## config.mk

```make
export PLATFORM = sky130hd
export DESIGN_NAME = demux_rr_dispatcher
export DESIGN_NICKNAME = d
export VERILOG_FILES = /design/src/rtl/demux_rr_dispatcher.sv
export SDC_FILE = /design/constraint.sdc
export NUM_CORES = 1
export LEC_CHECK = 0
export CAP_MARGIN = 20
export CORE_MARGIN = 4
export CORE_UTILIZATION = 40
export CTS_CLUSTER_DIAMETER = 60
export DETAILED_ROUTE_END_ITERATION = 10
export HOLD_SLACK_MARGIN = 0.08
export PLACE_DENSITY = 0.75
export SYNTH_ARGS = -nofsm -noshare
export SYNTH_HDL_FRONTEND = slang
export SYNTH_SLANG_ARGS = --single-unit
```

## constraint.sdc

```tcl
create_clock -name clk -period 1.76 [get_ports clk]
set_input_delay 0.352 -clock clk [delete_from_list [all_inputs] [get_ports clk]]
set_output_delay 0.352 -clock clk [all_outputs]
set_load 0.03 [all_outputs]
```

## src/rtl/demux_rr_dispatcher.sv

```systemverilog
// demux_rr_dispatcher: sequencing controller for a 1-to-4 demux datapath.
// Accepts a valid/ready word stream into a single-entry holding buffer and
// offers each held word to one channel at a time. Channels are chosen
// round-robin over the enabled ones. A channel that stalls for TIMEOUT
// cycles, or that becomes disabled, is skipped.
//
// Ports:
//   clk, rst_n     clock, synchronous active-low reset
//   chan_en[3:0]   per-channel enable
//   in_valid/in_ready/in_data    producer handshake and word
//   out_data       held word, shared by all channels
//   out_valid[3:0] one-hot valid for the selected channel
//   out_ready[3:0] per-channel ready
//   sel[1:0]       current target channel (demux select)
//   busy           a word is held
//   err_no_chan    a word is held while no channel is enabled
//
// Optional macro DEMUX_RR_DISPATCHER_STATS_EN adds the parameter CW and the
// outputs xfer_cnt[4*CW-1:0] (per-channel delivered words) and
// reroute_cnt[CW-1:0] (timeout and disable reroutes). Both saturate.
module demux_rr_dispatcher #(
  parameter int unsigned WIDTH   = 8,
  parameter int unsigned TIMEOUT = 15
`ifdef DEMUX_RR_DISPATCHER_STATS_EN
  ,
  parameter int unsigned CW      = 8
`endif
) (
  input  logic             clk,
  input  logic             rst_n,
  input  logic [3:0]       chan_en,
  input  logic             in_valid,
  output logic             in_ready,
  input  logic [WIDTH-1:0] in_data,
  output logic [WIDTH-1:0] out_data,
  output logic [3:0]       out_valid,
  input  logic [3:0]       out_ready,
  output logic [1:0]       sel,
  output logic             busy,
  output logic             err_no_chan
`ifdef DEMUX_RR_DISPATCHER_STATS_EN
  ,
  output logic [4*CW-1:0]  xfer_cnt,
  output logic [CW-1:0]    reroute_cnt
`endif
);

  localparam logic ST_IDLE = 1'b0;
  localparam logic ST_HOLD = 1'b1;
  localparam int unsigned TW = (TIMEOUT > 2) ? $clog2(TIMEOUT) : 1;

  logic             state_q, state_d;
  logic [WIDTH-1:0] data_q, data_d;
  logic [1:0]       sel_q, sel_d;
  logic [1:0]       ptr_q, ptr_d;
  logic [TW-1:0]    timer_q, timer_d;
  logic             deliver;
  logic             timeout_hit;

  // First enabled channel searching start, start+1, start+2, start+3 (mod 4).
  function automatic logic [1:0] first_en(input logic [1:0] start, input logic [3:0] en);
    logic [1:0] c;
    first_en = start;
    for (int k = 3; k >= 0; k--) begin
      c = start + 2'(k);
      if (en[c]) first_en = c;
    end
  endfunction

  assign deliver     = (state_q == ST_HOLD) && chan_en[sel_q] && out_ready[sel_q];
  assign timeout_hit = (TIMEOUT != 0) && (timer_q == TW'(TIMEOUT - 1));

  // Handshake outputs follow chan_en directly so a disabled channel never sees valid.
  assign in_ready    = (state_q == ST_IDLE) && (chan_en != 4'b0000);
  assign out_valid   = (state_q == ST_HOLD) ? ((4'b0001 << sel_q) & chan_en) : 4'b0000;
  assign out_data    = data_q;
  assign sel         = sel_q;
  assign busy        = (state_q == ST_HOLD);
  assign err_no_chan = (state_q == ST_HOLD) && (chan_en == 4'b0000);

  // State register.
  always_ff @(posedge clk) begin
    if (!rst_n) begin
      state_q <= ST_IDLE;
      data_q  <= '0;
      sel_q   <= 2'd0;
      ptr_q   <= 2'd0;
      timer_q <= '0;
    end else begin
      state_q <= state_d;
      data_q  <= data_d;
      sel_q   <= sel_d;
      ptr_q   <= ptr_d;
      timer_q <= timer_d;
    end
  end

  // Next state: accept, deliver, skip disabled channel, or time out.
  always_comb begin
    state_d = state_q;
    data_d  = data_q;
    sel_d   = sel_q;
    ptr_d   = ptr_q;
    timer_d = timer_q;
    case (state_q)
      ST_IDLE: begin
        if (in_valid && in_ready) begin
          data_d  = in_data;
          timer_d = '0;
          sel_d   = first_en(ptr_q, chan_en);
          state_d = ST_HOLD;
        end
      end
      default: begin
        if (deliver) begin
          ptr_d   = sel_q + 2'd1;
          timer_d = '0;
          state_d = ST_IDLE;
        end else if (chan_en == 4'b0000) begin
          // Nothing to reroute to; wait for an enable.
          timer_d = timer_q;
        end else if (!chan_en[sel_q]) begin
          sel_d   = first_en(sel_q + 2'd1, chan_en);
          timer_d = '0;
        end else if (TIMEOUT != 0) begin
          if (timeout_hit) begin
            // Searching from sel+1 wraps back to sel when it is the only enabled channel.
            sel_d   = first_en(sel_q + 2'd1, chan_en);
            timer_d = '0;
          end else begin
            timer_d = timer_q + TW'(1);
          end
        end
      end
    endcase
  end

`ifdef DEMUX_RR_DISPATCHER_STATS_EN
  logic reroute;

  assign reroute = (state_q == ST_HOLD) && !deliver && (chan_en != 4'b0000) &&
                   (!chan_en[sel_q] || timeout_hit);

  // Saturating delivery and reroute counters.
  always_ff @(posedge clk) begin
    if (!rst_n) begin
      xfer_cnt    <= '0;
      reroute_cnt <= '0;
    end else begin
      for (int i = 0; i < 4; i++) begin
        if (deliver && (sel_q == 2'(i)) && (xfer_cnt[i*CW +: CW] != {CW{1'b1}}))
          xfer_cnt[i*CW +: CW] <= xfer_cnt[i*CW +: CW] + CW'(1);
      end
      if (reroute && (reroute_cnt != {CW{1'b1}}))
        reroute_cnt <= reroute_cnt + CW'(1);
    end
  end
`endif

endmodule

```

==> impl_metrics.toml <==
[run_status]
status = "complete, no violations"

[synthesis]
yosys_most_used_dff = "dfxtp_1"
async_reset_ff_frac = 0
avgSynthCellArea_um2 = 8.605
mappedNetlistNets = 145
syn_inst = 122
yosysUniqueCellTypes = 41
synth_seq_cells = 17
yosysSeqAreaShare = 0.3242
ys_warn_count = 0
synth_edf_count = 0
syn-cell-area_um2 = 1050

[cts]
cts_tree = "built"
ctsHoldBuffers = 0
clk_latency_ns = 0.28
cts_root_buffer = "clkbuf_4"
clock_path_buffers = 2
cts-htree-levels = 1
clkSlewWorstSetupHoldPaths_ns = 0.10
clock-sinks = 17
cts_buffers = 3

[pwr]
irDropWorstVdd_mv = 0.5208
power_mw = 1.066
p_comb_frac = 0.397
switching_share = 0.3332
p_sw_mw = 0.3551
pwr-share-clk = 0.190
p_seq_frac = 0.413
p_int_mw = 0.7106
p_leak_nw = 0.6887
power.density_nw_per_um2 = 689.1

[sta]
setup_ws_ns = 0.05970
finalHoldViolations = 0
finalCritPeriodShare = 0.9661
min_period_ns = 1.700
rsz0062_at_grt = "yes"
max_freq_mhz = 588.1
fin_skew_ns = 0.003449
final-setup-viol-count = 0
worst_pin_slew_ns = 0.4844
tns_ns = 0
maxSlewViolCount = 0
max_slew_margin = 0.6771

[setup_path]
critPathMaxFanout = 3
worstSetupPathType = "primary input to output pin"
worst_ep_arrival_time_ns = 1.35
worstSetupEndpointType = "output pin"
startpoint_type = "primary input"
cp.required_ns = 1.41

[floorplan]
die_area_um2 = 3508
initial_core_util = 0.4199
die_height_um = 59.23
io_pins = 36
die_w_um = 59.23
core_um2 = 2500
num_rows = 18

[route]
vias = 1027
drt_wl_total_um = 2511
drtAntennaViolNets = 0
post_drt_wl_per_cell_um = 12.62
drt_iter0_markers = 6
via_per_inst = 5.161
detail_route.first_pass.iterations = 4
drc_errors = 0

[grt]
gr-total-overflow = 0
grt_max_degree = 14
gr-usage-all-layers = 0.1530
grt_first_pass_wirelength_um = 4257
antenna_found_initial = 0
grt_pass1_vias = 1027

[worst_hold_path]
hp-class = "flop to flop"

[placement]
hpwl_um = 1967
place_ws_ns = -0.4990
portBuffers = 35
place_congestion = 0.8239
placed_cell_area_um2 = 1506

[cells_and_area]
postLayoutCoreUtil = 0.6186
layout.nets = 193
syn2layout_area_growth_pct = 47.32
final_cell_mix = "clkdlybuf4s50_1, nor2_1, buf_4"
drive_above_1_share = 0.2189
antenna_cells = 0
mostFrequentLayoutCell = "clkdlybuf4s50_1"
final_area_um2 = 1546

[job]
drv_cap = 0
==> state kept, by name, summed over array words and instances (netlist names) <==
signal / count
out_data: 8
sel: 2
timer_q: 4
ptr_q: 2
busy: 1
==> stage by stage <==
step | cells | hold WS, ns
floorplan | 122 | 0.4331
global placement | 194 | 0.4499
detailed placement | 194 | 0.4809
CTS | 199 | 0.5044
global route | 199 | 0.5236
finish | 199 | 0.4920
==> kinds of logic (layout without fill, tap and decap cells) <==
| logic type | after synthesis | count (layout) | share of synthesized area |
|---|---|---|---|
| flip-flops | 17 | 17 | 0.3242 |
| buffers and inverters | 15 | 62 | 0.06317 |
| AO/OA/AOI/OAI | 26 | 26 | 0.1883 |
| adder cells (fa/ha/maj) | 4 | 4 | 0.04768 |
| multiplexers | 11 | 11 | 0.1323 |
| AND/OR/NAND/NOR | 46 | 46 | 0.2193 |
| XOR/XNOR | 3 | 3 | 0.02503 |
==> final cells by class <==
cell class,instances,area [um^2]
Clock buffer,3,22.52
Fill cell,216,953.4
Timing Repair Buffer,52,462.9
Multi-Input combinational cell,90,650.6
Clock inverter,1,5.005
Sequential cell,17,345.3
Tap cell,30,37.54
Inverter,6,22.52
==> per-layer routing <==
layer,vias up,part of all wire,GRT usage
met1,474,0.44,0.1760
li1,525,-,-
met3,2,0.064,0.04793
met2,26,0.49,0.2746
met4,0,0.0040,0.03236
met5,-,0,0
==> power groups by stage <==
stage / Clock (mW) / Combinational, mW / Sequential [mW]
after detailed placement: 0 / 0.426 / 0.451
final: 0.203 / 0.423 / 0.440
after floorplan: 0 / 0.214 / 0.487
after global routing: 0.230 / 0.458 / 0.447
after CTS: 0.212 / 0.425 / 0.440
after global placement: 0 / 0.415 / 0.450
==> Yosys cell counts, types with 3 or more instances <==
library cell | number | area, um^2
nor2_1 | 22 | 82.58
dfxtp_1 | 17 | 340.3
mux2i_1 | 9 | 90.09
clkbuf_1 | 6 | 22.52
inv_1 | 6 | 22.52
and3_1 | 5 | 31.28
nand2_1 | 5 | 18.77
a21oi_1 | 4 | 20.02
ha_1 | 4 | 50.05
nor2b_1 | 4 | 25.02
o21ai_0 | 3 | 15.01
==> what timing repair did <==
| item | 4_1_cts | 5_1_grt |
|---|---|---|
| buffers inserted | 1 | 0 |
| pin swaps | 1 | 0 |
| resized for setup | 13 | 4 |
| endpoints found under the setup margin | 12 | 3 |
==> worst paths after layout <==
| kind | from | endpoint | slack, ns | cells after the start |
|---|---|---|---|---|
| max | chan_en[0] | err_no_chan | 0.06 | 5 |
| min | timer_q[3] | timer_q[3] | 0.49 | 2 |
| max reg2reg | sel[0] | sel[0] | 0.10 | 7 |
| min reg2reg | timer_q[3] | timer_q[3] | 0.49 | 2 |
==> critical path, cell delays in order <==
cell           delay [ns]
dlygate4sd2_1        0.25
nor4_2               0.31
buf_4                0.18
and2_1               0.13
buf_6                0.13
Power figures use the tool's default switching activity.
